[src/rtl/rv32i_pkg.sv]
`default_nettype none
// ============================================================================
// Module      : rv32i_pkg
// Description : Shared RV32I encodings for the memory stage: ResultSrc,
//               LoadControl and StoreControl field values, plus the memory
//               access FSM state type.
// Revision    : 1.0 - initial release
// ============================================================================
package rv32i_pkg;

    // ResultSrc selects what the writeback mux returns
    localparam logic [1:0] c_RES_ALU   = 2'b00;
    localparam logic [1:0] c_RES_LOAD  = 2'b01;
    localparam logic [1:0] c_RES_PC4   = 2'b10;
    localparam logic [1:0] c_RES_PCTGT = 2'b11;

    // Load width / signedness
    localparam logic [2:0] c_LD_LB  = 3'b000;
    localparam logic [2:0] c_LD_LH  = 3'b001;
    localparam logic [2:0] c_LD_LW  = 3'b010;
    localparam logic [2:0] c_LD_LBU = 3'b100;
    localparam logic [2:0] c_LD_LHU = 3'b101;

    // Store width
    localparam logic [2:0] c_ST_SB = 3'b000;
    localparam logic [2:0] c_ST_SH = 3'b001;
    localparam logic [2:0] c_ST_SW = 3'b010;

    typedef enum logic [1:0] {
        S_IDLE = 2'd0,
        S_BUSY = 2'd1,
        S_DONE = 2'd2
    } mau_state_t;

endpackage
`default_nettype wire

[src/rtl/mem_access_unit_if.sv]
`default_nettype none
// ============================================================================
// Module      : mem_access_unit_if
// Description : Data-memory request/acknowledge port. The memory stage is
//               the master; the data memory (or its model) is the slave.
// Revision    : 1.0 - initial release
// ============================================================================
interface mem_access_unit_if #(
    parameter int ADDR_W = 32,
    parameter int XLEN   = 32
);
    logic              dmem_req;
    logic              dmem_we;
    logic [ADDR_W-1:0] dmem_addr;
    logic [XLEN-1:0]   dmem_wdata;
    logic [3:0]        dmem_be;
    logic              dmem_ack;
    logic [XLEN-1:0]   dmem_rdata;

    modport master (
        output dmem_req, dmem_we, dmem_addr, dmem_wdata, dmem_be,
        input  dmem_ack, dmem_rdata
    );

    modport slave (
        input  dmem_req, dmem_we, dmem_addr, dmem_wdata, dmem_be,
        output dmem_ack, dmem_rdata
    );
endinterface
`default_nettype wire

[src/rtl/mem_access_unit_load_extender.sv]
`default_nettype none
// ============================================================================
// Module      : load_extender
// Description : Combinational load-data alignment. Picks the addressed byte
//               or halfword out of the read word and sign- or zero-extends
//               it; LW passes the word through unchanged.
// Revision    : 1.0 - initial release
// ============================================================================
module load_extender
    import rv32i_pkg::*;
#(
    parameter int XLEN = 32
) (
    input  logic [XLEN-1:0] rdata,
    input  logic [1:0]      addrLo,
    input  logic [2:0]      loadCtrl,
    output logic [XLEN-1:0] extData
);

    logic [7:0]  w_byte;
    logic [15:0] w_half;

    // Lane select on the low address bits, then extend by load type
    always_comb begin
        w_byte  = rdata[{addrLo, 3'b000} +: 8];
        w_half  = addrLo[1] ? rdata[31:16] : rdata[15:0];
        extData = rdata;
        case (loadCtrl)
            c_LD_LB:  extData = {{(XLEN-8){w_byte[7]}}, w_byte};
            c_LD_LBU: extData = {{(XLEN-8){1'b0}}, w_byte};
            c_LD_LH:  extData = {{(XLEN-16){w_half[15]}}, w_half};
            c_LD_LHU: extData = {{(XLEN-16){1'b0}}, w_half};
            default:  extData = rdata;
        endcase
    end

endmodule
`default_nettype wire

[src/rtl/mem_access_unit.sv]
`default_nettype none
// ============================================================================
// Module      : mem_access_unit
// Description : RV32I memory stage. Issues one request/acknowledge access per
//               load/store, builds store lanes and byte enables, extends load
//               data, stalls the front of the pipe while the access is
//               outstanding and owns the MEM/WB register.
//               Build option MEM_MISALIGN_TRAP_EN: misaligned LH/LHU/SH/LW/SW
//               are dropped with a MisalignErrM pulse instead of being
//               silently aligned.
// Revision    : 1.0 - initial release
// ============================================================================
module mem_access_unit
    import rv32i_pkg::*;
#(
    parameter int ADDR_W = 32,
    parameter int XLEN   = 32
) (
    input  logic              CLK,
    input  logic              RST,
    input  logic              RegWriteM,
    input  logic              MemWriteM,
    input  logic [1:0]        ResultSrcM,
    input  logic [2:0]        LoadControlM,
    input  logic [2:0]        StoreControlM,
    input  logic [4:0]        rdM,
    input  logic [XLEN-1:0]   ALUResultM,
    input  logic [XLEN-1:0]   WriteDataM,
    input  logic [XLEN-1:0]   PCPlus4M,
    input  logic [XLEN-1:0]   PCTargetM,
    mem_access_unit_if.master dmem,
    output logic              StallM,
    output logic              MisalignErrM,
    output logic              RegWriteW,
    output logic [1:0]        ResultSrcW,
    output logic [4:0]        rdW,
    output logic [XLEN-1:0]   ALUResultW,
    output logic [XLEN-1:0]   ReadDataW,
    output logic [XLEN-1:0]   PCPlus4W,
    output logic [XLEN-1:0]   PCTargetW
);

    mau_state_t        r_state;
    mau_state_t        w_stateNext;
    logic              w_memOp;
    logic              w_misalign;
    logic              w_issue;
    logic              w_stall;
    logic              w_misErr;
    logic              w_bubble;
    logic [3:0]        w_be;
    logic [XLEN-1:0]   w_wdata;
    logic [XLEN-1:0]   w_ldExt;

    logic              r_req;
    logic              r_we;
    logic [ADDR_W-1:0] r_addr;
    logic [XLEN-1:0]   r_wdata;
    logic [3:0]        r_be;
    logic [1:0]        r_addrLo;
    logic [2:0]        r_loadCtrl;
    logic [XLEN-1:0]   r_rdBuf;

    assign w_memOp = MemWriteM | (ResultSrcM == c_RES_LOAD);

`ifdef MEM_MISALIGN_TRAP_EN
    // An access is misaligned when its low address bits exceed its natural size
    always_comb begin
        w_misalign = 1'b0;
        if (MemWriteM) begin
            case (StoreControlM)
                c_ST_SH: w_misalign = ALUResultM[0];
                c_ST_SW: w_misalign = |ALUResultM[1:0];
                default: w_misalign = 1'b0;
            endcase
        end else begin
            case (LoadControlM)
                c_LD_LH, c_LD_LHU: w_misalign = ALUResultM[0];
                c_LD_LW:           w_misalign = |ALUResultM[1:0];
                default:           w_misalign = 1'b0;
            endcase
        end
    end
`else
    // Without the trap, surplus low address bits are simply ignored
    assign w_misalign = 1'b0;
`endif

    // Store byte lanes: replicate narrow data across the word and enable the addressed lanes
    always_comb begin
        w_be    = 4'b1111;
        w_wdata = WriteDataM;
        case (StoreControlM)
            c_ST_SB: begin
                w_be    = 4'b0001 << ALUResultM[1:0];
                w_wdata = {(XLEN/8){WriteDataM[7:0]}};
            end
            c_ST_SH: begin
                w_be    = ALUResultM[1] ? 4'b1100 : 4'b0011;
                w_wdata = {(XLEN/16){WriteDataM[15:0]}};
            end
            default: begin
                w_be    = 4'b1111;
                w_wdata = WriteDataM;
            end
        endcase
    end

    // Access FSM next state, issue strobe and stall; reset masks stall so outputs read 0
    always_comb begin
        w_stateNext = r_state;
        w_issue     = 1'b0;
        w_stall     = 1'b0;
        w_misErr    = 1'b0;
        if (!RST) begin
            case (r_state)
                S_IDLE: begin
                    if (w_memOp && w_misalign) begin
                        w_misErr = 1'b1;
                    end else if (w_memOp) begin
                        w_stateNext = S_BUSY;
                        w_issue     = 1'b1;
                        w_stall     = 1'b1;
                    end
                end
                S_BUSY: begin
                    w_stall = 1'b1;
                    if (dmem.dmem_ack) begin
                        w_stateNext = S_DONE;
                    end
                end
                S_DONE:  w_stateNext = S_IDLE;
                default: w_stateNext = S_IDLE;
            endcase
        end
    end

    assign w_bubble     = w_stall | w_misErr;
    assign StallM       = w_stall;
    assign MisalignErrM = w_misErr;

    // FSM state register
    always_ff @(posedge CLK) begin
        if (RST) begin
            r_state <= S_IDLE;
        end else begin
            r_state <= w_stateNext;
        end
    end

    // Request register: capture the access at issue, hold it until acknowledged
    always_ff @(posedge CLK) begin
        if (RST) begin
            r_req      <= 1'b0;
            r_we       <= 1'b0;
            r_addr     <= '0;
            r_wdata    <= '0;
            r_be       <= '0;
            r_addrLo   <= '0;
            r_loadCtrl <= '0;
            r_rdBuf    <= '0;
        end else if (w_issue) begin
            r_req      <= 1'b1;
            r_we       <= MemWriteM;
            r_addr     <= {ALUResultM[ADDR_W-1:2], 2'b00};
            r_wdata    <= w_wdata;
            r_be       <= w_be;
            r_addrLo   <= ALUResultM[1:0];
            r_loadCtrl <= LoadControlM;
        end else if ((r_state == S_BUSY) && dmem.dmem_ack) begin
            r_req   <= 1'b0;
            r_rdBuf <= w_ldExt;
        end
    end

    assign dmem.dmem_req   = r_req;
    assign dmem.dmem_we    = r_we;
    assign dmem.dmem_addr  = r_addr;
    assign dmem.dmem_wdata = r_wdata;
    assign dmem.dmem_be    = r_be;

    load_extender #(
        .XLEN (XLEN)
    ) u_load_extender (
        .rdata    (dmem.dmem_rdata),
        .addrLo   (r_addrLo),
        .loadCtrl (r_loadCtrl),
        .extData  (w_ldExt)
    );

    // MEM/WB register: bubble while stalled or trapped, otherwise take the M fields
    always_ff @(posedge CLK) begin
        if (RST) begin
            RegWriteW  <= 1'b0;
            ResultSrcW <= '0;
            rdW        <= '0;
            ALUResultW <= '0;
            ReadDataW  <= '0;
            PCPlus4W   <= '0;
            PCTargetW  <= '0;
        end else begin
            RegWriteW  <= w_bubble ? 1'b0 : RegWriteM;
            rdW        <= w_bubble ? 5'd0 : rdM;
            ResultSrcW <= ResultSrcM;
            ALUResultW <= ALUResultM;
            ReadDataW  <= r_rdBuf;
            PCPlus4W   <= PCPlus4M;
            PCTargetW  <= PCTargetM;
        end
    end

endmodule
`default_nettype wire

[src/flat_wrapper.sv]
// flat-port wrapper written by rule: the top's interface ports become plain ports
module mem_access_unit_flat import rv32i_pkg::*;
#(
    parameter int ADDR_W = 32,
    parameter int XLEN   = 32
)
  (CLK, RST, RegWriteM, MemWriteM, ResultSrcM, LoadControlM, StoreControlM, rdM, ALUResultM, WriteDataM, PCPlus4M, PCTargetM, StallM, MisalignErrM, RegWriteW, ResultSrcW, rdW, ALUResultW, ReadDataW, PCPlus4W, PCTargetW, dmem_dmem_req, dmem_dmem_we, dmem_dmem_addr, dmem_dmem_wdata, dmem_dmem_be, dmem_dmem_ack, dmem_dmem_rdata);
  mem_access_unit_if #(.ADDR_W(ADDR_W), .XLEN(XLEN)) dmem_i ();
  input  logic CLK;
  input  logic RST;
  input  logic RegWriteM;
  input  logic MemWriteM;
  input  logic [1:0] ResultSrcM;
  input  logic [2:0] LoadControlM;
  input  logic [2:0] StoreControlM;
  input  logic [4:0] rdM;
  input  logic [XLEN-1:0] ALUResultM;
  input  logic [XLEN-1:0] WriteDataM;
  input  logic [XLEN-1:0] PCPlus4M;
  input  logic [XLEN-1:0] PCTargetM;
  output logic StallM;
  output logic MisalignErrM;
  output logic RegWriteW;
  output logic [1:0] ResultSrcW;
  output logic [4:0] rdW;
  output logic [XLEN-1:0] ALUResultW;
  output logic [XLEN-1:0] ReadDataW;
  output logic [XLEN-1:0] PCPlus4W;
  output logic [XLEN-1:0] PCTargetW;
  output wire logic [$bits(dmem_i.dmem_req)-1:0] dmem_dmem_req;
  output wire logic [$bits(dmem_i.dmem_we)-1:0] dmem_dmem_we;
  output wire logic [$bits(dmem_i.dmem_addr)-1:0] dmem_dmem_addr;
  output wire logic [$bits(dmem_i.dmem_wdata)-1:0] dmem_dmem_wdata;
  output wire logic [$bits(dmem_i.dmem_be)-1:0] dmem_dmem_be;
  input wire logic [$bits(dmem_i.dmem_ack)-1:0] dmem_dmem_ack;
  input wire logic [$bits(dmem_i.dmem_rdata)-1:0] dmem_dmem_rdata;
  assign dmem_dmem_req = dmem_i.dmem_req;
  assign dmem_dmem_we = dmem_i.dmem_we;
  assign dmem_dmem_addr = dmem_i.dmem_addr;
  assign dmem_dmem_wdata = dmem_i.dmem_wdata;
  assign dmem_dmem_be = dmem_i.dmem_be;
  assign dmem_i.dmem_ack = dmem_dmem_ack;
  assign dmem_i.dmem_rdata = dmem_dmem_rdata;
  mem_access_unit #(.ADDR_W(ADDR_W), .XLEN(XLEN)) u_core (.CLK(CLK), .RST(RST), .RegWriteM(RegWriteM), .MemWriteM(MemWriteM), .ResultSrcM(ResultSrcM), .LoadControlM(LoadControlM), .StoreControlM(StoreControlM), .rdM(rdM), .ALUResultM(ALUResultM), .WriteDataM(WriteDataM), .PCPlus4M(PCPlus4M), .PCTargetM(PCTargetM), .dmem(dmem_i), .StallM(StallM), .MisalignErrM(MisalignErrM), .RegWriteW(RegWriteW), .ResultSrcW(ResultSrcW), .rdW(rdW), .ALUResultW(ALUResultW), .ReadDataW(ReadDataW), .PCPlus4W(PCPlus4W), .PCTargetW(PCTargetW));
endmodule
[config.mk]
export PLATFORM = sky130hd
export DESIGN_NAME = mem_access_unit_flat
export DESIGN_NICKNAME = d
export VERILOG_FILES = /design/src/rtl/rv32i_pkg.sv /design/src/rtl/mem_access_unit_if.sv /design/src/rtl/mem_access_unit_load_extender.sv /design/src/rtl/mem_access_unit.sv /design/src/flat_wrapper.sv
export SDC_FILE = /design/constraint.sdc
export NUM_CORES = 1
export LEC_CHECK = 0
export BUFFER_PORTS_ARGS = -buffer_cell sky130_fd_sc_hd__buf_2
export CORE_AREA = 2 2 150 152
export DETAILED_ROUTE_END_ITERATION = 10
export DIE_AREA = 0 0 152 154
export MAX_ROUTING_LAYER = met4
export PLACE_DENSITY = 0.68
export RECOVER_POWER = 100
export SETUP_SLACK_MARGIN = 0.4
export SLEW_MARGIN = 5
export SYNTH_ARGS = -nofsm -noshare
export SYNTH_HDL_FRONTEND = slang
export SYNTH_HIERARCHICAL = 1
export SYNTH_SLANG_ARGS = --single-unit
[constraint.sdc]
create_clock -name CLK -period 2.55 [get_ports CLK]
set_clock_uncertainty 0.1 [all_clocks]
set_input_delay 0 -clock CLK [delete_from_list [all_inputs] [get_ports CLK]]
set_output_delay 0 -clock CLK [all_outputs]
set_load 0.05 [all_outputs]
==> results of run 1 <==
cell usage after synthesis, types with 5 or more instances:
cell,instances
buf_4,10
clkbuf_1,32
nand2_1,116
mux2i_1,22
o22a_1,32
a2bb2oi_1,6
a2bb2oi_2,14
a311oi_1,11
a21oi_1,59
o221ai_1,5
a221o_1,6
dfxtp_1,243
nor2b_1,142
buf_2,14
and2_1,6
a211oi_2,8
nor2_1,30
o211ai_1,8
o21ai_0,11
flip-flops by register name, summed over array words and instances (netlist names):
name                    flops
u_core/dmem.dmem_req        1
u_core/dmem.dmem_we         1
u_core/rdW                  5
u_core/ALUResultW          32
u_core/RegWriteW            1
u_core/ReadDataW           32
u_core/PCTargetW           32
u_core/PCPlus4W            32
u_core/dmem.dmem_wdata     32
u_core/dmem.dmem_addr      30
u_core/r_rdBuf             32
u_core/dmem.dmem_be         4
u_core/r_loadCtrl           3
u_core/r_state              2
u_core/r_addrLo             2
u_core/ResultSrcW           2
cell type report:
| cell class | count | share of cell area |
|---|---|---|
| Antenna cell | 1 | 0.000194 |
| Clock buffer | 37 | 0.0558 |
| Clock inverter | 8 | 0.00755 |
| Inverter | 4 | 0.00116 |
| Multi-Input combinational cell | 510 | 0.243 |
| Sequential cell | 243 | 0.377 |
| Tap cell | 280 | 0.0271 |
| Timing Repair Buffer | 588 | 0.288 |
power groups by stage:
stage / logic, W / clock network [W] / registers (W)
floorplan: 0.000665 / 0 / 0.00494
global placement: 0.00190 / 0 / 0.00422
detailed placement: 0.00192 / 0 / 0.00423
CTS: 0.00216 / 0.00371 / 0.00415
global route: 0.00220 / 0.00386 / 0.00418
finish: 0.00208 / 0.00364 / 0.00416
critical path, cell delays in order:
cell and delay, ns:
dlygate4sd3_1 0.53, buf_2 0.12, nor2b_1 0.21, o21ai_0 0.92
buf_12 0.32, nand2_1 0.09, a21oi_1 0.22
worst paths after layout:
path	from	end	slack (ns)
hold / removal	StoreControlM[1]	u_core/dmem.dmem_wdata[8]	0.04
setup reg to reg	u_core/r_addrLo[1]	u_core/r_rdBuf[2]	0.42
setup / recovery	ResultSrcM[0]	u_core/dmem.dmem_addr[2]	0.42
hold reg to reg	u_core/dmem.dmem_wdata[26]	u_core/dmem.dmem_wdata[26]	0.35
layer usage:
layer  vias to the layer above  wire length [µm]  share of wire  GRT usage
li1                       3858                 -              -          -
met1                      3695             11200           0.39      0.273
met2                       418             14200           0.49      0.413
met3                       100              2060          0.072     0.0443
met4                         0              1300          0.045      0.102
met5                         -                 0              0          -
through the flow:
| stage | setup slack (ns) | cells | area (µm²) | hold WS [ns] | power (W) |
|---|---|---|---|---|---|
| after global routing | 0.317 | 1671 | 12900 | 0.103 | 0.0102 |
| after global placement | 0.631 | 1433 | 10600 | 0.0999 | 0.00613 |
| final | 0.422 | 1671 | 12900 | 0.0408 | 0.00988 |
| after detailed placement | 0.583 | 1433 | 10600 | 0.102 | 0.00615 |
| after CTS | 0.575 | 1670 | 13300 | 0.0368 | 0.0100 |
| after floorplan | 0.871 | 819 | 8440 | 0.00176 | 0.00561 |
logic make-up after synthesis:
kind of cell,count (synthesis),share of synthesized area
other cells,1,0.000444
mux,27,0.0332
flops,243,0.577
buf+inv,66,0.0394
simple gates,305,0.185
compound gates,175,0.165
repair_timing:
item,4_1_cts,5_1_grt
endpoints found under the hold margin,242,0
hold buffers,192,0
resized for setup,0,0
setup buffers,0,0
==> results.py, run 1 <==
metrics = {
    "clock_network": {
        "cts_inserted_buffers": 25,
        "clock_latency_ns": 0.52,
        "clock_path_buffers": 3,
        "cts.clk_slew.worst_paths_ns": 0.06,
        "cts_tree": "built",
        "cts_sinks": 243,
        "h-tree-depth": 1,
        "cts-root-buf": "clkbuf_16",
    },
    "synthesis": {
        "synthesis.area_um2": 8440,
        "synth_area_per_cell_um2": 10.3,
        "synth_seq_area_share": 0.577,
        "synthCells": 817,
        "async_flop_share": 0,
        "synth_top_area_cell": "dfxtp_1",
        "ys.flop_type": "dfxtp_1",
        "synth_cell_types": 44,
        "synth_top_area_share": 0.577,
        "yosys_register_bits": 243,
        "synth-edff-count": 0,
        "yosys_warnings": 6,
        "synth_area_leaders": "dfxtp_1 58%, nor2b_1 11%, nand2_1 5.2%",
    },
    "detailed_routing": {
        "via_count": 8071,
        "postRouteAntennaNets": 0,
        "dr.pass1.iters": 6,
        "first_iter_violations": 588,
        "route.detailed.drc": 0,
        "post_drt_wl_per_cell_um": 17.2,
        "routed_wl_um": 28800,
        "viasPerCell": 4.83,
    },
    "place": {
        "gp_congestion": 0.865,
        "dp_hpwl_um": 18000,
        "portBuffers": 382,
    },
    "timing": {
        "finalSetupTns_ns": 0,
        "slew_violations": 0,
        "slew_headroom": 0.170,
        "hold_viol_final": 0,
        "fin_crit_ns": 2.13,
        "setup_violations": 0,
        "min_period_over_period": 0.834,
        "timing.fmax_mhz": 470,
        "worstMarginPinSlew_ns": 1.25,
        "rsz0062_at_grt": "no",
    },
    "power_and_ir_drop": {
        "p_leak_nw": 5.31,
        "comb_power_share": 0.211,
        "p_int_w": 0.00689,
        "swShare": 0.302,
        "ir_drop_mv": 0.500,
        "pwr-share-seq": 0.421,
        "switchingPower_w": 0.00299,
        "cellPowerDensity_nw_per_um2": 765,
        "power.share.clock": 0.368,
    },
    "outcome": {
        "status": "complete, no violations",
    },
    "floorplanning": {
        "io_pins": 386,
        "fp.dieH_um": 154,
        "num_rows": 54,
        "coreArea_um2": 21700,
        "dieArea_um2": 23400,
        "die_x_um": 152,
        "start_util": 0.389,
    },
    "setup_path": {
        "rr_worst_depth": 5,
        "arrival_ns": 2.45,
        "crit_path_start_kind": "input pin",
        "crit_required_ns": 2.87,
        "crit_type": "input pin to register",
        "cp_max_fo": 47,
        "endpoint_kind": "register",
    },
    "finish": {
        "drive_above_1_share": 0.176,
        "layout_common_cells": "243 x dfxtp_1, 214 x clkbuf_1, 192 x dlygate4sd3_1, 175 x buf_2, 142 x nor2b_1",
        "fin_nets": 1550,
        "multi_input_area_um2": 3140,
        "fillers": 1868,
        "seqCellArea_um2": 4860,
        "syn2layout_area_growth_pct": 53.1,
        "layout_commonest_cell": "dfxtp_1",
        "fin_util": 0.596,
    },
    "grt": {
        "grt_pass1_wl_um": 44200,
        "grt_pass1_vias": 8096,
        "overflow": 0,
        "grt_use_total": 0.239,
        "antenna_found_initial": 1,
        "grt_max_degree": 117,
    },
    "hold_path": {
        "hold_class": "input pin to register",
        "whs_path_depth": 4,
    },
    "run": {
        "max-cap-violations": 0,
    },
}
No activity file was read; power rests on OpenSTA's default activity.
==> run 2, diff against run 1 <==
==> constraint.sdc (replaced) <==
create_clock -name CLK -period 2.1 [get_ports CLK]
set_clock_uncertainty 0.1 [all_clocks]
set_input_delay 0 -clock CLK [delete_from_list [all_inputs] [get_ports CLK]]
set_output_delay 0 -clock CLK [all_outputs]
set_load 0.05 [all_outputs]
==> results.py, run 2 (synthesis results as in run 1) <==
metrics = {
    "setup_path": {
        "crit_family": "compound AO/OA/AOI/OAI gates",
        "crit_buf_inv": 1,
        "arrival_ns": 2.15,
        "path_depth": 5,
        "rr_worst_depth": 5,
        "cp_cell_sequence": "mux2_1 -> a22oi_4 -> clkbuf_1 -> o221ai_1 -> o22a_1",
        "cpPeakStageDelay_ns": 0.39,
        "crit_type": "register to register",
        "endpoint_kind": "register",
        "crit_path_start_kind": "register",
        "cp_max_fo": 8,
        "crit_required_ns": 2.41,
        "cp_slowest_cell": "dfxtp_4",
    },
    "place": {
        "dp_hpwl_um": 18200,
        "pre_cts_ws_ns": 0.267,
        "post_dp_cell_area_um2": 10700,
        "gp_congestion": 0.865,
        "portBuffers": 382,
    },
    "floorplanning": {
        "die_x_um": 152,
        "start_util": 0.389,
        "io_pins": 386,
        "coreArea_um2": 21700,
        "num_rows": 54,
        "fp.dieH_um": 154,
        "dieArea_um2": 23400,
    },
    "detailed_routing": {
        "viasPerCell": 4.91,
        "post_drt_wl_per_cell_um": 17.7,
        "postRouteAntennaNets": 0,
        "first_iter_violations": 496,
        "routed_wl_um": 30300,
        "via_count": 8424,
        "route.detailed.drc": 0,
        "dr.pass1.iters": 5,
    },
    "timing": {
        "finalWorstSetupSlack_ns": 0.267,
        "setup_violations": 0,
        "timing.fmax_mhz": 546,
        "slew_violations": 0,
        "rsz0062_at_grt": "yes",
        "min_period_over_period": 0.873,
        "worstMarginPinSlew_ns": 0.785,
        "fin_crit_ns": 1.83,
        "slew_headroom": 0.476,
        "finalSetupTns_ns": 0,
        "hold_viol_final": 0,
    },
    "grt": {
        "grt_pass1_vias": 8480,
        "antenna_found_initial": 1,
        "grt_use_total": 0.249,
        "grt_max_degree": 68,
        "overflow": 0,
        "grt_pass1_wl_um": 45900,
    },
    "clock_network": {
        "cts_tree": "built",
        "cts-root-buf": "clkbuf_16",
        "h-tree-depth": 1,
        "clock_latency_ns": 0.52,
        "cts.clk_slew.worst_paths_ns": 0.06,
        "cts_inserted_buffers": 26,
        "clock_path_buffers": 3,
        "cts_sinks": 243,
    },
    "power_and_ir_drop": {
        "ir_drop_mv": 0.809,
        "pwr-share-seq": 0.401,
        "power_w": 0.0126,
        "switchingPower_w": 0.00376,
        "power.share.clock": 0.386,
        "p_int_w": 0.00882,
        "cellPowerDensity_nw_per_um2": 934,
        "swShare": 0.299,
        "p_leak_nw": 5.57,
        "comb_power_share": 0.213,
    },
    "finish": {
        "drive_above_1_share": 0.195,
        "fin_util": 0.621,
        "seqCellArea_um2": 4880,
        "fin_nets": 1593,
        "fillers": 1804,
        "layout_commonest_cell": "dfxtp_1",
        "fin_area_um2": 13500,
        "layout_common_cells": "240 x dfxtp_1, 218 x clkbuf_1, 210 x dlygate4sd3_1, 175 x buf_2, 142 x nor2b_1",
        "syn2layout_area_growth_pct": 59.7,
        "multi_input_area_um2": 3210,
    },
    "hold_path": {
        "hold_class": "input pin to register",
        "whs_path_depth": 3,
    },
    "run": {
        "max-cap-violations": 0,
    },
    "outcome": {
        "status": "complete, no violations",
    },
}
==> run 2: power by group through the flow <==
stage | combinational (W) | sequential (W) | clock (W)
floorplan | 0.000808 | 0.00600 | 0
global placement | 0.00235 | 0.00512 | 0
detailed placement | 0.00236 | 0.00513 | 0
CTS | 0.00269 | 0.00503 | 0.00493
global route | 0.00280 | 0.00507 | 0.00512
finish | 0.00267 | 0.00505 | 0.00486
==> run 2: path summary, 6_finish.rpt <==
kind,endpoint,startpoint,slack (ns)
max,u_core/r_rdBuf[11],u_core/r_addrLo[0],0.27
min,u_core/rdW[2],rdM[2],0.13
max reg2reg,u_core/r_rdBuf[11],u_core/r_addrLo[0],0.27
min reg2reg,u_core/dmem.dmem_wdata[31],u_core/dmem.dmem_wdata[31],0.35
==> run 2: what timing repair did <==
| action | 4_1_cts | 5_1_grt |
|---|---|---|
| gates resized for setup | 7 | 9 |
| hold buffers | 211 | 0 |
| setup endpoints to repair | 30 | 61 |
| setup buffers | 3 | 7 |
| hold endpoints to repair | 236 | 0 |
| cloned | 0 | 1 |
| pin swaps | 0 | 2 |
==> run 2: per-stage QoR <==
stage               instances  hold slack, ns
floorplan                 819         0.00176
global placement         1445          0.0998
detailed placement       1445           0.103
finish                   1715           0.131
CTS                      1706          0.0941
global route             1715           0.136
==> run 2: metal layers <==
metal	track usage	wire [µm]	vias to the layer above
li1	-	-	3956
met1	0.277	11800	3921
met2	0.428	15000	423
met3	0.0392	1940	124
met4	0.141	1570	0
met5	-	0	-
==> run 2: layout make-up <==
type                            instances  share of cell area
Multi-Input combinational cell        510               0.238
Timing Repair Buffer                  630               0.304
Inverter                                4             0.00167
Sequential cell                       243               0.362
Tap cell                              280              0.0260
Clock buffer                           34              0.0551
Antenna cell                            1            0.000186
Clock inverter                         13              0.0134
==> run 2: worst min-delay path, cell delays in order <==
cell and delay (ns):
dlygate4sd3_1 0.53, buf_2 0.10, and2_1 0.10
